===== config.mk =====
export PLATFORM = sky130hd
export DESIGN_NAME = inst_decode_queue
export DESIGN_NICKNAME = d
export VERILOG_FILES = /design/src/rtl/inst_dec_pkg.sv /design/src/rtl/inst_dec_core.sv /design/src/rtl/inst_decode_queue.sv
export SDC_FILE = /design/constraint.sdc
export NUM_CORES = 1
export LEC_CHECK = 0
export CORE_MARGIN = 2
export CORE_UTILIZATION = 51
export DETAILED_ROUTE_END_ITERATION = 10
export PLACE_DENSITY_LB_ADDON = 0.12
export SLEW_MARGIN = 20
export SYNTH_ARGS = -nofsm -noshare
export SYNTH_HDL_FRONTEND = slang
export SYNTH_HIERARCHICAL = 1
export SYNTH_SLANG_ARGS = --single-unit

===== constraint.sdc =====
create_clock -name clk -period 11.2 [get_ports clk]
set_clock_uncertainty 0.1 [all_clocks]
set_input_delay 2.24 -clock clk [delete_from_list [all_inputs] [get_ports clk]]
set_output_delay 2.24 -clock clk [all_outputs]
set_load 0.01 [all_outputs]

===== src/rtl/inst_dec_pkg.sv =====
// inst_dec_pkg: opcode constants and the decoded-entry type shared by the decode queue.
// The custom opcodes sit in the RISC-V custom-0/custom-1 slots.
package inst_dec_pkg;
    localparam logic [6:0] OP_IMM  = 7'h13;
    localparam logic [6:0] OP      = 7'h33;
    localparam logic [6:0] LOAD    = 7'h03;
    localparam logic [6:0] STORE   = 7'h23;
    localparam logic [6:0] BRANCH  = 7'h63;
    localparam logic [6:0] JAL     = 7'h6F;
    localparam logic [6:0] JALR    = 7'h67;
    localparam logic [6:0] LUI     = 7'h37;
    localparam logic [6:0] AUIPC   = 7'h17;
    localparam logic [6:0] XCH16R  = 7'h0B;
    localparam logic [6:0] CNZDECJ = 7'h2B;

    typedef struct packed {
        logic [6:0]  opcode;
        logic [2:0]  funct3;
        logic [6:0]  funct7;
        logic [4:0]  rs1;
        logic [4:0]  rs2;
        logic [4:0]  rd;
        logic [31:0] imm;
        logic        illegal;
    } dec_t;
endpackage


===== src/rtl/inst_dec_core.sv =====
// inst_dec_core: combinational field/immediate decoder.
// INST_DEC_CUSTOM_OPS_EN makes XCH16R and CNZDECJ legal; otherwise they decode as illegal.
module inst_dec_core
    import inst_dec_pkg::*;
(
    input  logic [31:0] inst,
    output dec_t        dec
);
    logic [6:0] op;
    logic       custom;
    logic       legal;
    logic [31:0] i_imm, s_imm, b_imm, j_imm, u_imm, c_imm, imm;

    assign op = inst[6:0];
`ifdef INST_DEC_CUSTOM_OPS_EN
    assign custom = (op == XCH16R) || (op == CNZDECJ);
`else
    assign custom = 1'b0;
`endif
    assign legal = (inst[1:0] == 2'b11) && (custom || op == OP_IMM || op == OP || op == LOAD ||
                   op == STORE || op == BRANCH || op == JAL || op == JALR || op == LUI || op == AUIPC);

    assign i_imm = {{20{inst[31]}}, inst[31:20]};
    assign s_imm = {{20{inst[31]}}, inst[31:25], inst[11:7]};
    assign b_imm = {{19{inst[31]}}, inst[31], inst[7], inst[30:25], inst[11:8], 1'b0};
    assign j_imm = {{11{inst[31]}}, inst[31], inst[19:12], inst[20], inst[30:21], 1'b0};
    assign u_imm = {inst[31:12], 12'b0};
    assign c_imm = {{25{inst[31]}}, inst[31:25]};

    // Illegal and R-type fall through to zero.
    assign imm = !legal ? 32'd0 :
                 (op == OP_IMM || op == LOAD || op == JALR || op == XCH16R) ? i_imm :
                 (op == STORE)              ? s_imm :
                 (op == BRANCH)             ? b_imm :
                 (op == JAL)                ? j_imm :
                 (op == LUI || op == AUIPC) ? u_imm :
                 (op == CNZDECJ)            ? c_imm : 32'd0;

    assign dec = '{opcode: op, funct3: inst[14:12], funct7: inst[31:25], rs1: inst[19:15],
                   rs2: inst[24:20], rd: inst[11:7], imm: imm, illegal: !legal};
endmodule


===== src/rtl/inst_decode_queue.sv =====
// inst_decode_queue: decodes fetched instructions and buffers them in a DEPTH-entry FIFO.
// Custom opcode decode is enabled by INST_DEC_CUSTOM_OPS_EN (see inst_dec_core).
module inst_decode_queue
    import inst_dec_pkg::*;
#(
    parameter int DEPTH = 4,
    parameter int PC_W  = 32
) (
    input  logic                     clk,
    input  logic                     rst,
    input  logic                     flush_i,
    input  logic                     in_valid,
    output logic                     in_ready,
    input  logic [31:0]              in_inst,
    input  logic [PC_W-1:0]          in_pc,
    output logic                     out_valid,
    input  logic                     out_ready,
    output logic [6:0]               out_opcode,
    output logic [2:0]               out_funct3,
    output logic [6:0]               out_funct7,
    output logic [4:0]               out_rs1,
    output logic [4:0]               out_rs2,
    output logic [4:0]               out_rd,
    output logic [31:0]              out_imm,
    output logic [PC_W-1:0]          out_pc,
    output logic                     out_illegal,
    output logic [$clog2(DEPTH):0]   count_o
);
    localparam int AW = $clog2(DEPTH);
    localparam logic [AW:0] FULL = (AW + 1)'(DEPTH);

    dec_t            mem    [DEPTH];
    logic [PC_W-1:0] pc_mem [DEPTH];
    logic [AW-1:0]   wp, rp;
    logic [AW:0]     count;
    logic            push, pop;
    dec_t            dec, head;

    inst_dec_core u_dec (.inst(in_inst), .dec(dec));

    assign in_ready  = count != FULL;
    assign out_valid = count != '0;
    assign push      = in_valid && in_ready;
    assign pop       = out_valid && out_ready;
    assign count_o   = count;

    // Pointers wrap naturally because DEPTH is a power of two.
    always_ff @(posedge clk) begin
        if (rst || flush_i) begin
            wp    <= '0;
            rp    <= '0;
            count <= '0;
        end else begin
            wp    <= wp + AW'(push);
            rp    <= rp + AW'(pop);
            count <= count + (AW + 1)'(push) - (AW + 1)'(pop);
        end
    end

    // Storage is not reset; a write dropped by flush is never exposed because the pointers clear.
    always_ff @(posedge clk) begin
        if (push) begin
            mem[wp]    <= dec;
            pc_mem[wp] <= in_pc;
        end
    end

    assign head        = mem[rp];
    assign out_opcode  = head.opcode;
    assign out_funct3  = head.funct3;
    assign out_funct7  = head.funct7;
    assign out_rs1     = head.rs1;
    assign out_rs2     = head.rs2;
    assign out_rd      = head.rd;
    assign out_imm     = head.imm;
    assign out_illegal = head.illegal;
    assign out_pc      = pc_mem[rp];
endmodule


==> impl_metrics.py <==
metrics = {
    "status": {
        "outcome": "completed",
    },
    "job": {
        "drv_cap": 0,
    },
    "clock_network": {
        "cts-root-buf": "clkbuf_16",
        "clk_pin_slew_ns": 0.06,
        "cts_setup_buffers": 0,
        "cts_max_path_buffers": 3,
        "cts_resized": 0,
        "cts_tree": "built",
        "cts-htree-levels": 2,
        "clk_latency_ns": 0.52,
        "clock_sinks": 395,
        "cts_buffers": 42,
        "hold_buffers": 0,
    },
    "power_and_ir_drop": {
        "p_int_mw": 2.53,
        "finalPower_mw": 3.18,
        "power_switching_mw": 0.657,
        "cellPowerDensity_nw_per_um2": 171,
        "p_seq_frac": 0.527,
        "clockPowerShare": 0.397,
        "comb_power_share": 0.076,
        "total_leakage_power_nw": 5.86,
        "ir_drop_mv": 0.111,
        "swShare": 0.206,
    },
    "place": {
        "io_buffers": 170,
        "dp_hpwl_um": 20000,
        "routabilityCongestion": 0.847,
    },
    "synth": {
        "synthArstFlopShare": 0,
        "synth_edf_count": 388,
        "yosysUniqueCellTypes": 62,
        "synth_seq_cells": 395,
        "ys.flop_type": "edfxtp_1",
        "syn_area_per_cell_um2": 21.6,
        "ys_warn_count": 6,
        "synth-seq-area-share": 0.756,
        "netlist_area_um2": 15600,
        "synth_nets": 794,
        "syn_inst": 722,
    },
    "floorplan": {
        "num_io_pins": 171,
        "dieArea_um2": 32000,
        "core_area_um2": 30300,
        "die_y_um": 179,
        "start_util": 0.514,
        "die_width_um": 179,
        "num_rows": 64,
    },
    "routing": {
        "viasPerCell": 5.87,
        "drc": 0,
        "wl_um": 32700,
        "ant_nets": 0,
        "drt_iter0_markers": 594,
        "firstDrtPassIters": 5,
        "wl_per_cell_um": 25.0,
        "dr_total_vias": 7675,
    },
    "global_route": {
        "grt.overflow.total": 0,
        "grt_pass1_vias": 8087,
        "antenna_found_initial": 1,
        "grt_start_max_net_pins": 59,
        "grt_pass1_wl_um": 49000,
        "grt_use_total": 0.209,
    },
    "worst_setup_path": {
        "arrival_ns": 3.51,
        "end_kind": "primary output",
        "cp-start-kind": "flip-flop",
        "crit_start": "rp[0]",
        "worst_ep_required_time_ns": 8.86,
        "worstSetupPathType": "reg2out",
        "path_max_fanout": 44,
        "r2r_start": "count_o[1]",
    },
    "sta": {
        "fin_crit_ns": 5.85,
        "fmax_mhz": 171,
        "fin_crit_sh": 0.522,
        "slew_headroom": 0.388,
        "setup_viol": 0,
        "grt_setup_unrepaired": "false",
        "tightest_slew_ns": 0.918,
        "maxSlewViolCount": 0,
        "finalHoldViolCount": 0,
        "setup-tns-final_ns": 0,
    },
    "finish": {
        "fillers": 2138,
        "nNetsFinal": 952,
        "drive_gt1_frac": 0.203,
        "area_growth_pct": 19.7,
    },
    "hold_path": {
        "hold_path_startpoint": "wp[1]",
        "hp-class": "reg2reg",
    },
}
==> routing by layer <==
metal | up-vias | global-route usage | wire, um
met5 | - | 0 | 0
li1 | 3317 | - | -
met2 | 280 | 0.348 | 16300
met4 | 0 | 0.0633 | 875
met3 | 66 | 0.0428 | 2210
met1 | 4012 | 0.281 | 13400
==> metrics by stage <==
| step | instance area, um^2 | setup WS, ns | hold WS [ns] | instances | utilization |
|---|---|---|---|---|---|
| 2_1_floorplan | 15600 | 1.03 | 0.429 | 722 | - |
| 3_3_place_gp | 17400 | 5.54 | 0.482 | 1231 | 0.572 |
| 3_5_place_dp | 17400 | 5.74 | 0.483 | 1232 | 0.573 |
| 4_1_cts | 18700 | 5.20 | 0.495 | 1307 | 0.615 |
| 5_1_grt | 18700 | 5.06 | 0.533 | 1308 | 0.615 |
| 6_report | 18700 | 5.35 | 0.502 | 1308 | 0.615 |
==> area by class of cell <==
cell class              instances  area (um^2)  area share
clock buffers                  61         1150      0.0618
diodes                          1         2.50    0.000134
flip-flops and latches        395        11800       0.632
repair buffers                180         1800      0.0963
clock inverters                14         97.6     0.00523
inverters                       7         26.3     0.00141
well taps                     396          495      0.0266
multi-input cells             254         3280       0.176
==> Yosys cell counts (all sizes together) (7+ instances only) <==
| cell | count | share of area |
|---|---|---|
| nor2 | 9 | 0.0022 |
| dfxtp | 7 | 0.0090 |
| buf | 56 | 0.029 |
| nand3 | 7 | 0.0022 |
| nor3 | 7 | 0.0022 |
| o21ai | 12 | 0.0039 |
| a21oi | 38 | 0.014 |
| edfxtp | 388 | 0.75 |
| nand2 | 14 | 0.0035 |
| o211ai | 7 | 0.0037 |
| clkbuf | 10 | 0.0037 |
| mux4 | 97 | 0.14 |
==> worst paths after layout <==
| check | endpoint | slack [ns] | cells after the start |
|---|---|---|---|
| setup / recovery | out_imm[14] | 5.35 | 4 |
| setup reg to reg | mem[3][45] | 8.36 | 5 |
| hold reg to reg | wp[1] | 0.50 | 2 |
| hold / removal | wp[1] | 0.50 | 2 |
==> power groups by stage <==
stage | clock (mW) | sequential (mW) | combinational, mW
after global placement | 0 | 1.71 | 0.238
after detailed placement | 0 | 1.71 | 0.246
after CTS | 1.29 | 1.68 | 0.247
after global routing | 1.35 | 1.68 | 0.260
after floorplan | 0 | 1.71 | 0.125
final | 1.26 | 1.68 | 0.243
==> flip-flops by register name (all words and copies together) (netlist names) <==
| signal | flops |
|---|---|
| mem | 260 |
| pc_mem | 128 |
| count_o | 3 |
| rp | 2 |
| wp | 2 |
==> worst max-delay path, cell delays in order (launching register included) <==
cell and delay [ns]:
dfxtp_4 0.68, buf_16 0.32, buf_4 0.79, mux4_2 0.63, clkdlybuf4s50_1 0.52
==> cell families (layout without fill, tap and decap cells) <==
family          Yosys count  after routing  synth area share
fa+ha+maj                 4              4           0.00353
compound gates           83             83            0.0380
buf+inv                  73            262            0.0343
simple gates             63             63            0.0234
other cells               0              1                 0
mux                      98             98             0.141
xor+xnor                  6              6           0.00337
flops                   395            395             0.756
==> layout by cell type, fill, tap and decap left out, drive strengths merged, types with 4 or more instances in the layout <==
| cell | n |
|---|---|
| a211o | 4 |
| nand3 | 7 |
| nand2b | 6 |
| clkdlybuf4s50 | 170 |
| mux4 | 97 |
| nand2 | 14 |
| clkbuf | 61 |
| clkinv | 11 |
| o311ai | 6 |
| nor2 | 9 |
| buf | 10 |
| xnor2 | 4 |
| o21ai | 12 |
| a21oi | 38 |
| and2 | 5 |
| nor3 | 7 |
| inv | 7 |
| dfxtp | 7 |
| edfxtp | 388 |
| o211ai | 7 |
No activity file was read; power rests on OpenSTA's default activity.
